`src/rtl/divmod31_seq_if.sv`:
```
// Handshake bundle for the sequential mod-31 divider.
// master drives start/a/b; slave returns busy/done/y/div_err.
interface divmod31_seq_if;
    logic       start;
    logic [4:0] a;
    logic [4:0] b;
    logic       busy;
    logic       done;
    logic [4:0] y;
    logic       div_err;

    modport master (
        output start, a, b,
        input  busy, done, y, div_err
    );

    modport slave (
        input  start, a, b,
        output busy, done, y, div_err
    );
endinterface

```
`src/rtl/divmod31_seq.sv`:
```
// Sequential mod-31 divider: y = a * b^29 (mod 31) by square-and-multiply.
// Ports: clk, rst_n (async low), bus (start/a/b in, busy/done/y/div_err out).
module divmod31_seq #(
    parameter bit HOLD_RESULT = 1'b1,
    parameter bit ZERO_FAST   = 1'b1
) (
    input logic            clk,
    input logic            rst_n,
    divmod31_seq_if.slave  bus
);

    typedef enum logic [1:0] {IDLE, EXP, FIN, DONE} state_t;

    state_t     state_q, state_d;
    logic [4:0] r_q, r_d;
    logic [4:0] a_q, a_d;
    logic [4:0] b_q, b_d;
    logic [2:0] step_q, step_d;
    logic [4:0] y_q, y_d;
    logic       err_q, err_d;

    // Fold the high 5 bits back in (2^5 == 1 mod 31), then one
    // conditional subtract; 31 itself is the alias of 0.
    function automatic logic [4:0] mul31(input logic [4:0] x,
                                         input logic [4:0] z);
        logic [9:0] m;
        logic [5:0] s;
        m = x * z;
        s = {1'b0, m[9:5]} + {1'b0, m[4:0]};
        if (s >= 6'd31) s = s - 6'd31;
        if (s == 6'd31) s = 6'd0;
        return s[4:0];
    endfunction

    function automatic logic [4:0] canon(input logic [4:0] v);
        return (v == 5'd31) ? 5'd0 : v;
    endfunction

    logic [4:0] a_can;
    logic [4:0] b_can;
    logic       is_mul;

    assign a_can = canon(bus.a);
    assign b_can = canon(bus.b);

    // Exponent bits after the leading one: SQ,MUL,SQ,MUL,SQ,SQ,MUL.
    assign is_mul = (step_q == 3'd1) || (step_q == 3'd3) ||
                    (step_q == 3'd6);

    always_comb begin
        state_d = state_q;
        r_d     = r_q;
        a_d     = a_q;
        b_d     = b_q;
        step_d  = step_q;
        y_d     = y_q;
        err_d   = err_q;
        unique case (state_q)
            IDLE: begin
                if (bus.start) begin
                    a_d    = a_can;
                    b_d    = b_can;
                    r_d    = b_can;
                    step_d = 3'd0;
                    y_d    = 5'd0;
                    err_d  = 1'b0;
                    // Zero divisor skips the exponent and lands in FIN,
                    // where the error flag is raised with y=0.
                    if (ZERO_FAST && (b_can == 5'd0)) state_d = FIN;
                    else                              state_d = EXP;
                end
            end
            EXP: begin
                r_d    = mul31(r_q, is_mul ? b_q : r_q);
                step_d = step_q + 3'd1;
                if (step_q == 3'd6) state_d = FIN;
            end
            FIN: begin
                y_d     = (b_q == 5'd0) ? 5'd0 : mul31(r_q, a_q);
                err_d   = (b_q == 5'd0);
                state_d = DONE;
            end
            DONE: begin
                state_d = IDLE;
                if (!HOLD_RESULT) begin
                    y_d   = 5'd0;
                    err_d = 1'b0;
                end
            end
            default: state_d = IDLE;
        endcase
    end

    always_ff @(posedge clk or negedge rst_n) begin
        if (!rst_n) begin
            state_q <= IDLE;
            r_q     <= 5'd0;
            a_q     <= 5'd0;
            b_q     <= 5'd0;
            step_q  <= 3'd0;
            y_q     <= 5'd0;
            err_q   <= 1'b0;
        end else begin
            state_q <= state_d;
            r_q     <= r_d;
            a_q     <= a_d;
            b_q     <= b_d;
            step_q  <= step_d;
            y_q     <= y_d;
            err_q   <= err_d;
        end
    end

    assign bus.busy    = (state_q == EXP) || (state_q == FIN);
    assign bus.done    = (state_q == DONE);
    assign bus.y       = y_q;
    assign bus.div_err = err_q;

endmodule
```
`src/flat_wrapper.sv`:
```
// flat-port wrapper written by rule: the top's interface ports become plain ports
module divmod31_seq_flat 
#(
    parameter bit HOLD_RESULT = 1'b1,
    parameter bit ZERO_FAST   = 1'b1
)
  (clk, rst_n, bus_start, bus_a, bus_b, bus_busy, bus_done, bus_y, bus_div_err);
  divmod31_seq_if bus_i ();
  input logic clk;
  input logic rst_n;
  input wire logic [$bits(bus_i.start)-1:0] bus_start;
  input wire logic [$bits(bus_i.a)-1:0] bus_a;
  input wire logic [$bits(bus_i.b)-1:0] bus_b;
  output wire logic [$bits(bus_i.busy)-1:0] bus_busy;
  output wire logic [$bits(bus_i.done)-1:0] bus_done;
  output wire logic [$bits(bus_i.y)-1:0] bus_y;
  output wire logic [$bits(bus_i.div_err)-1:0] bus_div_err;
  assign bus_i.start = bus_start;
  assign bus_i.a = bus_a;
  assign bus_i.b = bus_b;
  assign bus_busy = bus_i.busy;
  assign bus_done = bus_i.done;
  assign bus_y = bus_i.y;
  assign bus_div_err = bus_i.div_err;
  divmod31_seq #(.HOLD_RESULT(HOLD_RESULT), .ZERO_FAST(ZERO_FAST)) u_core (.clk(clk), .rst_n(rst_n), .bus(bus_i));
endmodule
```
`config.mk`:
```
export PLATFORM = sky130hd
export DESIGN_NAME = divmod31_seq_flat
export DESIGN_NICKNAME = d
export VERILOG_FILES = /design/src/rtl/divmod31_seq_if.sv /design/src/rtl/divmod31_seq.sv /design/src/flat_wrapper.sv
export SDC_FILE = /design/constraint.sdc
export NUM_CORES = 1
export LEC_CHECK = 0
export CELL_PAD_IN_SITES_DETAIL_PLACEMENT = 0
export CELL_PAD_IN_SITES_GLOBAL_PLACEMENT = 1
export CORE_MARGIN = 4
export CORE_UTILIZATION = 52
export CTS_BUF_LIST = sky130_fd_sc_hd__clkbuf_8
export CTS_CLUSTER_DIAMETER = 30
export DETAILED_ROUTE_END_ITERATION = 6
export GPL_TIMING_DRIVEN = 0
export PLACE_DENSITY = 0.95
export SLEW_MARGIN = 20
export SYNTH_ARGS = -nofsm -noshare
export SYNTH_HDL_FRONTEND = slang
export SYNTH_SLANG_ARGS = --single-unit
```
`constraint.sdc`:
```
create_clock -name clk -period 10.5 [get_ports clk]
set_input_delay 1.575 -clock clk [delete_from_list [all_inputs] [get_ports clk]]
set_output_delay 1.575 -clock clk [all_outputs]
set_load 0.02 [all_outputs]
```
==> metrics.txt, run 1 <==
crit-path max FO=10; worst skew pair latency=between 200 and 300 ps; CTS tree=done; Die Wd=slightly above 90 um; Syn. warnings=0; Final Hold Vio Count=0; number of enable flip-flop cells after synthesis=0; initial DRC count=89; post-DP HPWL=slightly above 6 mm; initial antenna violation count=0; fraction of layout cells with a size suffix above 1=0.0478; fin area=about 0.0039 mm^2; CP endpoint kind=flip-flop; area of the die=just over 0.008 mm^2; hold slack=about 500 ps; Initial DRT Pass Iterations=6; first-pass GRT wire length=between 10 and 15 mm; Resize count post-CTS=0; hold-fix buffers at CTS=0; commonest non-fill, non-tap cells in the layout=56 x inv_1, 56 x ha_1, 43 x nand2_1, 29 x o21ai_0, 26 x dfrtp_1; Slew @ Worst Pin=~800 ps; Root Driver=clkbuf_8; WS Path Type=flip-flop to flip-flop; Fin Setup TNS=0 ps; startpoint types=flip-flop; post-synthesis instance total=415; largest net degree at the start of global routing=27; Vias=2898; hold_sp=u_core.bus.y[0]; Yosys reg bits=26; grt ovf=0; Cell Area, Synth=around 0.0035 mm^2; Avg Cell Area, Syn=about 8.6 um^2; Final Max Slew Viols=0; antenna diode count=0; Setup Buffers After CTS=0; CP startpoint=u_core.step_q[0]; Avg WL per Cell=around 14 um; Die Span Y=90.6 um; H-tree Lvls=1; via density per instance=roughly 5.6; GPL Wtd Cong=0.854; Worst slew margin=0.456; asr flop ratio synth=1.00; Worst EP arrival=between 7000 and 8000 ps; Clock Tree Buf Depth=2; Total GRT Usage=0.190; # DRC=0; Sink Count=26; Tcrit/Tclk final=0.693; starting density of the core=0.547; RSZ-0062 raised after global routing=false; core area=between 0.006 and 0.007 mm^2; clock transition at the registers of the reported paths=roughly 90 ps; reg2reg start=u_core.step_q[0]; Unique masters post-synth=55; share of the yosys chip area belonging to registers=0.183; worst clock skew=~5.5 ps; Hold Crit Class=flip-flop to flip-flop; max cap viols=0; Synth Net Count=slightly above 500; endpoints failing setup=0; Final Util=0.602; routed wire length=between 7 and 8 mm; Post-DRT Antenna Nets=0; Crit path required time=between 10000 and 15000 ps; FILL cells=~600; FMAX=about 140 MHz; status=finished, final reports clean; port bufs=20; vias in the first global route=between 2000 and 3000; top_reg_cell synth=dfrtp_1; placed instance area=between 0.003 and 0.004 mm^2; Tmin final=about 7300 ps; num ports=21; Final Net Count=about 530; FP Rows=29; Num CTS Buffers=3; area grow syn2layout=10.2%
per-stage QoR:
| stage | cells | setup WS (ps) |
|---|---|---|
| 2_1_floorplan | 415 | 4000 |
| 3_3_place_gp | 512 | 3300 |
| 3_5_place_dp | 512 | 3210 |
| 4_1_cts | 516 | 3170 |
| 5_1_grt | 516 | 2670 |
| 6_report | 516 | 3230 |
cells by family after synthesis:
| group | count (synthesis) | share of synthesized area |
|---|---|---|
| flip-flops | 26 | 0.183 |
| AO/OA/AOI/OAI | 101 | 0.186 |
| AND/OR/NAND/NOR | 117 | 0.170 |
| buffers and inverters | 66 | 0.0701 |
| adder cells (fa/ha/maj) | 76 | 0.310 |
| XOR/XNOR | 22 | 0.0596 |
| multiplexers | 7 | 0.0204 |
metal layers:
layer	vias up	share of wire	global-route usage
li1	1472	-	-
met4	0	0.0081	0.0319
met3	6	0.020	0.0158
met5	-	0	0
met2	40	0.51	0.357
met1	1380	0.47	0.238
layout make-up:
class / count / area [um^2] / area share
plain buffers: 10 / 38.8 / 0.00991
well taps: 77 / 96.3 / 0.0246
repair buffers: 20 / 195 / 0.0499
clock buffers: 3 / 41.3 / 0.0106
inverters: 56 / 210 / 0.0537
flip-flops and latches: 26 / 651 / 0.166
clock inverters: 1 / 30.0 / 0.00768
multi-input cells: 323 / 2650 / 0.677
worst max-delay path, cell delays in order (launching register included):
cell      delay (ps)
dfrtp_1          450
inv_1             70
ha_1             180
and2_1           170
a211oi_2         690
mux2i_1          420
nand2b_1         180
fa_1             450
fa_1             530
fa_1             550
inv_1             50
ha_1             320
a21oi_1          210
xnor2_1          170
ha_1             250
inv_1             70
fa_1             480
inv_1            120
ha_1             240
nand2_1           70
or3_1            340
buf_2            160
o31a_4           310
mux2i_1          140
o31ai_1          410
o21ai_1          120
synthesized netlist by cell type, drive strengths merged, types with 5 or more instances:
library cell	number	area (um^2)
ha	56	701
inv	56	210
nand2	43	161
o21ai	37	189
dfrtp	26	651
a21oi	21	105
fa	20	400
and2	18	113
xnor2	17	168
nor2	16	60.1
clkbuf	9	33.8
nor2b	9	56.3
a21o	6	45.0
mux2i	5	50.1
xor2	5	43.8
flip-flops by register name (all words and copies together), names as in the netlist:
signal,count
u_core.bus.y,5
u_core.a_q,5
u_core.b_q,5
u_core.r_q,5
u_core.step_q,3
u_core.bus.div_err,1
u_core.state_q,2
worst paths after layout:
kind | cells past startpoint | end | slack, ps
min | 2 | u_core.bus.y[0] | 500
min in group asynchronous | 1 | u_core.state_q[1] | 1290
max reg2reg | 25 | u_core.r_q[0] | 3230
max in group asynchronous | 1 | u_core.b_q[2] | 8820
min reg2reg | 2 | u_core.bus.y[0] | 500
max | 25 | u_core.r_q[0] | 3230
Power of run 1 is not shown: default switching activity piles up to over one toggle a cycle in this logic, so the estimate is an artifact.
==> run 2, diff against run 1 <==
Settings changed: CORE_UTILIZATION 52 to 48.
Clock period 10.5 ns to 7 ns, I/O delays scaled along.
==> metrics.txt, run 2 (synthesis gave the netlist of run 1 again) <==
delay-heaviest family, CP=adder cells; worst r2r path cells=25 (unchanged); GPL Wtd Cong=0.792 (-7.2%); area grow syn2layout=13.1%; Vias=2901 (+0.10%); Slowest cell on crit path=fa_1; WS Path Type=flip-flop to flip-flop; max cap viols=0 (unchanged); Final Util=0.556 (-0.0460); crit-path max FO=6 (-4); antenna diode count=0 (unchanged); fin area=0.00401 mm^2 (+2.6%); port bufs=20 (unchanged); largest net degree at the start of global routing=27 (unchanged); Num CTS Buffers=3 (unchanged); commonest non-fill, non-tap cells in the layout=56 x inv_1, 54 x ha_1, 43 x nand2_1, 29 x o21ai_0, 25 x dfrtp_1; Die Span Y=94.0 um (+3.7%); via density per instance=5.34 (-4.9%); Final Net Count=534 (+0.95%); reg2reg start=u_core.step_q[0]; WP buf/inv=5 (unchanged); Total GRT Usage=0.182 (-0.00833); hold_sp=u_core.bus.y[3]; Crit path required time=7150 ps (-3500 ps); Hold Crit Depth=2 (unchanged); vias in the first global route=2997 (+0.37%); CTS tree=done; r2r setup slk=370 ps (-2860 ps); Sink Count=26 (unchanged); startpoint types=flip-flop; num ports=21 (unchanged); initial antenna violation count=0 (unchanged); post-DP HPWL=6.06 mm (-0.44%); routed wire length=7.28 mm (-0.21%); area of the die=0.00884 mm^2 (+7.6%); pre-CTS WS=-334 ps (-3540 ps); Post-DRT Antenna Nets=0 (unchanged); Final Hold Vio Count=0 (unchanged); core area=0.00721 mm^2 (+11%); Critical Path Max Stage Delay=560 ps (-130 ps); placed instance area=0.00387 mm^2 (+0.72%); Avg WL per Cell=13.4 um (-5.2%); FP Rows=31 (+6.9%); Tcrit/Tclk final=0.948 (+0.255); Clock Tree Buf Depth=2 (unchanged); first-pass GRT wire length=13.3 mm (unchanged); worst skew pair latency=270 ps (about the same); CP endpoint kind=flip-flop; hold-fix buffers at CTS=0 (unchanged); Hold Crit Endpoint=u_core.bus.y[3]; initial DRC count=135 (+52%); Worst slew margin=0.507 (+0.0517); setup slack after layout=365 ps (-2860 ps); Die Wd=94.0 um (+3.7%); H-tree Lvls=1 (unchanged); Initial DRT Pass Iterations=4 (-2); Root Driver=clkbuf_8; clock transition at the registers of the reported paths=90 ps (about the same); starting density of the core=0.492 (-0.0545); grt ovf=0 (unchanged); Hold Crit Class=flip-flop to flip-flop; placed cell count=534 (+4.3%); r2r endpoint=u_core.r_q[3]; Slew @ Worst Pin=731 ps (-83.8 ps); worst clock skew=3.71 ps (-1.74 ps); Final Max Slew Viols=0 (unchanged); # DRC=0 (unchanged); Finished Layout Cells=543 (+5.2%); endpoints failing setup=0 (unchanged); status=finished, final reports clean; Worst EP arrival=6790 ps (-630 ps); Tmin final=6630 ps (-638 ps); fraction of layout cells with a size suffix above 1=0.0743 (+0.0265); FMAX=151 MHz (+9.6%); most common cell after layout, fill and taps aside=inv_1
## run 2: worst min-delay path, cell delays in order, from the launching register on
cell and delay (ps):
dfrtp_1 360, nand2_1 50, o41ai_1 50
## run 2: cell type report
class                      count  area (um^2)
fill                         686         3200
clock inverter                 1         30.0
buffer                        10         38.8
multi-input combinational    323         2690
inverter                      56          210
clock buffer                   3         41.3
tap                           99          124
sequential                    26          652
timing repair buffer          25          233
## run 2: worst max path at each step
stage                startpoint            end  slack (ps)  depth (start not counted)
6_report       u_core.step_q[0]  u_core.r_q[3]         370                         25
5_1_grt        u_core.step_q[0]  u_core.r_q[3]         -30                         26
4_1_cts        u_core.step_q[0]  u_core.r_q[3]          30                         24
3_5_place_dp   u_core.step_q[0]  u_core.r_q[3]        -330                         25
3_3_place_gp   u_core.step_q[0]  u_core.r_q[3]        -210                         25
2_1_floorplan  u_core.step_q[0]  u_core.r_q[0]         500                         25
## run 2: routing by layer
metal  global-route usage  vias to the layer above  part of all wire
met1                0.234                     1393              0.46
met4               0.0313                        0            0.0051
met2                0.329                       32              0.51
met3               0.0208                        4             0.022
li1                     -                     1472                 -
met5                    0                        -                 0
## run 2: through the flow
stage / hold slack [ps] / setup TNS, ps
after floorplan: 463 / 0
after global placement: 469 / -627
after detailed placement: 476 / -1170
after CTS: 498 / 0
after global routing: 531 / -42.2
final: 491 / 0
## run 2: timing repair
item                       in CTS  in global routing
pin swaps                       1                  2
buffers inserted                2                  3
setup endpoints to repair       5                  5
resized for setup               2                  7
Power of run 2 is left out for the same reason.
==> RTL edit (config.mk and constraints of run 2) <==
Re-encode `state_t` (4 states) as one-hot, 4 bits wide.
--- a/src/rtl/divmod31_seq.sv
+++ b/src/rtl/divmod31_seq.sv
@@ -9,7 +9,7 @@
     divmod31_seq_if.slave  bus
 );
 
-    typedef enum logic [1:0] {IDLE, EXP, FIN, DONE} state_t;
+    typedef enum logic [3:0] {IDLE = 4'b0001, EXP = 4'b0010, FIN = 4'b0100, DONE = 4'b1000} state_t;
 
     state_t     state_q, state_d;
     logic [4:0] r_q, r_d;
Check against the original RTL: no difference found for any inputs over 10 cycles, from zero or initial values and one cycle with rst_n low; not proved beyond that.
==> RTL edit against run 2 <==
- design area shrank 2.2%
- routed wire length grew 3.4%
- maximum frequency is essentially flat
- sequential cell count grew 2
- sequential share of layout area grew 1.6 points
- highest routed layer unchanged
- hold slack gained 0.021 ns
- critical path depth shrank 1
- synthesized area grew 0.35%
- setup slack lost 0.0027 ns
- cell count shrank 3.1%
Power is left out: the tool's default activity adds up to more than one toggle a clock period on the data nets, which glitch-free logic cannot reach.
==> RTL edit: results (changes against run 2) <==
Global route:
- The global-route total usage across every layer came to 0.184 (+0.00238).
- The maximum number of pins on one net before global-route repair is 29 (+7.4%).
- The number of global-route vias before repair is 2942 (-1.8%).
- The first-pass GRT wire length was 13400 um (+0.77%).
- The number of antenna violations at the first check in global routing is 0 (unchanged).

Placed design:
- The total cell area at the placement stage is 3880 um2 (+0.32%).
- The post-detailed-placement half-perimeter wirelength is 6200 um (+2.2%).
- The final weighted congestion of routability-driven global placement came to 0.832 (+5.1%).

Clocking:
- The clock transition time at the flip-flop clock pins of the worst setup and hold paths was 0.09 ns (about the same).
- The number of hold buffers added after CTS came to 0 (unchanged).
- The count of buffers added by post-CTS timing repair for setup is 0 (-2).
- The number of levels the H-tree was split into was 1 (unchanged).
- The number of buffers created by CTS is 3 (unchanged).
- The source-to-sink clock delay at the later pin of the worst-skew pair was 0.27 ns (about the same).

Drt:
- The detailed-routing iteration count for the pre-antenna-repair pass came to 4 (unchanged).
- The via count normalized by instance count is 5.47 (+2.4%).
- The violation count after the first detailed-routing iteration is 126 (-6.7%).
- The total detailed-routing wirelength came to 7530 um (+3.4%).

Yosys:
- The sequential share of the synthesized area is 0.197 (+0.0138).
- The fraction of registers with async set/reset is 1.00 (unchanged).
- The synthesized netlist net count was 489 (-3.0%).
- The synthesis warning total is 0 (unchanged).
- The number of distinct library cells after synthesis is 58 (+5.5%).
- By count the netlist is led by sky130_fd_sc_hd__ha_1, sky130_fd_sc_hd__inv_1, sky130_fd_sc_hd__nand2_1.
- Ranked by total cell area, the synthesized netlist is headed by sky130_fd_sc_hd__dfrtp_1, sky130_fd_sc_hd__ha_1, sky130_fd_sc_hd__fa_1.

Layout:
- The net count of the finished layout is 513 (-3.9%).
- The fraction of layout instances using a drive strength above 1 was 0.0468 (-0.0275).
- The antenna diode count is 0 (unchanged).

Worst hold path:
- The min-delay analysis places its worst path in the category reg -> reg.

STA:
- The count of endpoints failing setup in the final report is 0 (unchanged).
- The normalized max-slew margin is 0.592 (+0.0849).
- The worst clock skew is 0.00394 ns (+0.000224 ns).

Setup path:
- The data arrival time of the worst path came to 6.80 ns (about the same).
- The critical-path maximum fanout is 10 (+4).
- For this run, the slowest stage of the critical path takes between 0.5 and 0.6 ns.

Status:
- The flow ran to the end, and the final reports show no timing, DRC or antenna violations.
RTL edit: cell count changes after synthesis, sizes merged, moves of 4 or more:
cell    change
nor3b       -4
a22o       +11
o21ai      -17
nand2b      +4
ha          -4
nand3       +4
nand2       -9
inv         -9
RTL edit: metal layers:
layer  track usage  routed length, um
met1         0.248               3470
met3        0.0112                169
met5             0                  0
met4        0.0421                106
met2         0.323               3780
RTL edit: critical path: cells and delay by family, from the launching register on:
kind,cells,cell delay [ns]
muxes,1,0.35
buffers and inverters,3,0.22
xor gates and xnor gates,1,0.18
and+or+nand+nor,4,0.73
DFF,1,0.43
adders and majority gates,9,3.34
AOI/OAI and AO/OA,6,1.27
RTL edit: what timing repair did:
item	CTS	global route
resized for setup	0	2
endpoints found under the setup margin	2	3
hold endpoints to repair	0	0
RTL edit: path summary, 6_finish.rpt:
path,cells after the start,end,start,slack [ns]
worst max-delay path,24,u_core.r_q[4],u_core.step_q[0],0.36
worst min register to register,1,u_core.bus.y[1],u_core.bus.y[1],0.51
min in group asynchronous,1,u_core.state_q[3],rst_n,0.78
worst min-delay path,1,u_core.bus.y[1],u_core.bus.y[1],0.51
max in group asynchronous,1,u_core.a_q[2],rst_n,5.83
worst max register to register,24,u_core.r_q[4],u_core.step_q[0],0.36
RTL edit: per-stage QoR:
| step | cells | utilization | hold WS (ns) | setup WS (ns) |
|---|---|---|---|---|
| after floorplan | 404 | - | 0.476 | 0.755 |
| after global placement | 523 | 0.539 | 0.487 | 0.141 |
| after detailed placement | 523 | 0.538 | 0.492 | -0.00418 |
| after CTS | 526 | 0.544 | 0.516 | 0.108 |
| after global routing | 526 | 0.544 | 0.535 | 0.00941 |
| final | 526 | 0.544 | 0.513 | 0.363 |
RTL edit: logic make-up (layout without fill, tap and decap cells):
| logic type | Yosys count | count (layout) | share of synthesized area |
|---|---|---|---|
| simple gates | 116 | 116 | 0.171 |
| mux | 9 | 9 | 0.0267 |
| compound gates | 97 | 97 | 0.190 |
| xor+xnor | 23 | 23 | 0.0565 |
| fa+ha+maj | 72 | 72 | 0.295 |
| buf+inv | 59 | 82 | 0.0636 |
| flops | 28 | 28 | 0.197 |
RTL edit: layout make-up:
type / count / area, um2
buffer: 10 / 42.5
clock buffer: 3 / 41.3
clock inverter: 1 / 3.75
fill: 670 / 3290
inverter: 48 / 180
multi-input combinational: 317 / 2640
sequential: 28 / 702
tap: 99 / 124
timing repair buffer: 20 / 195
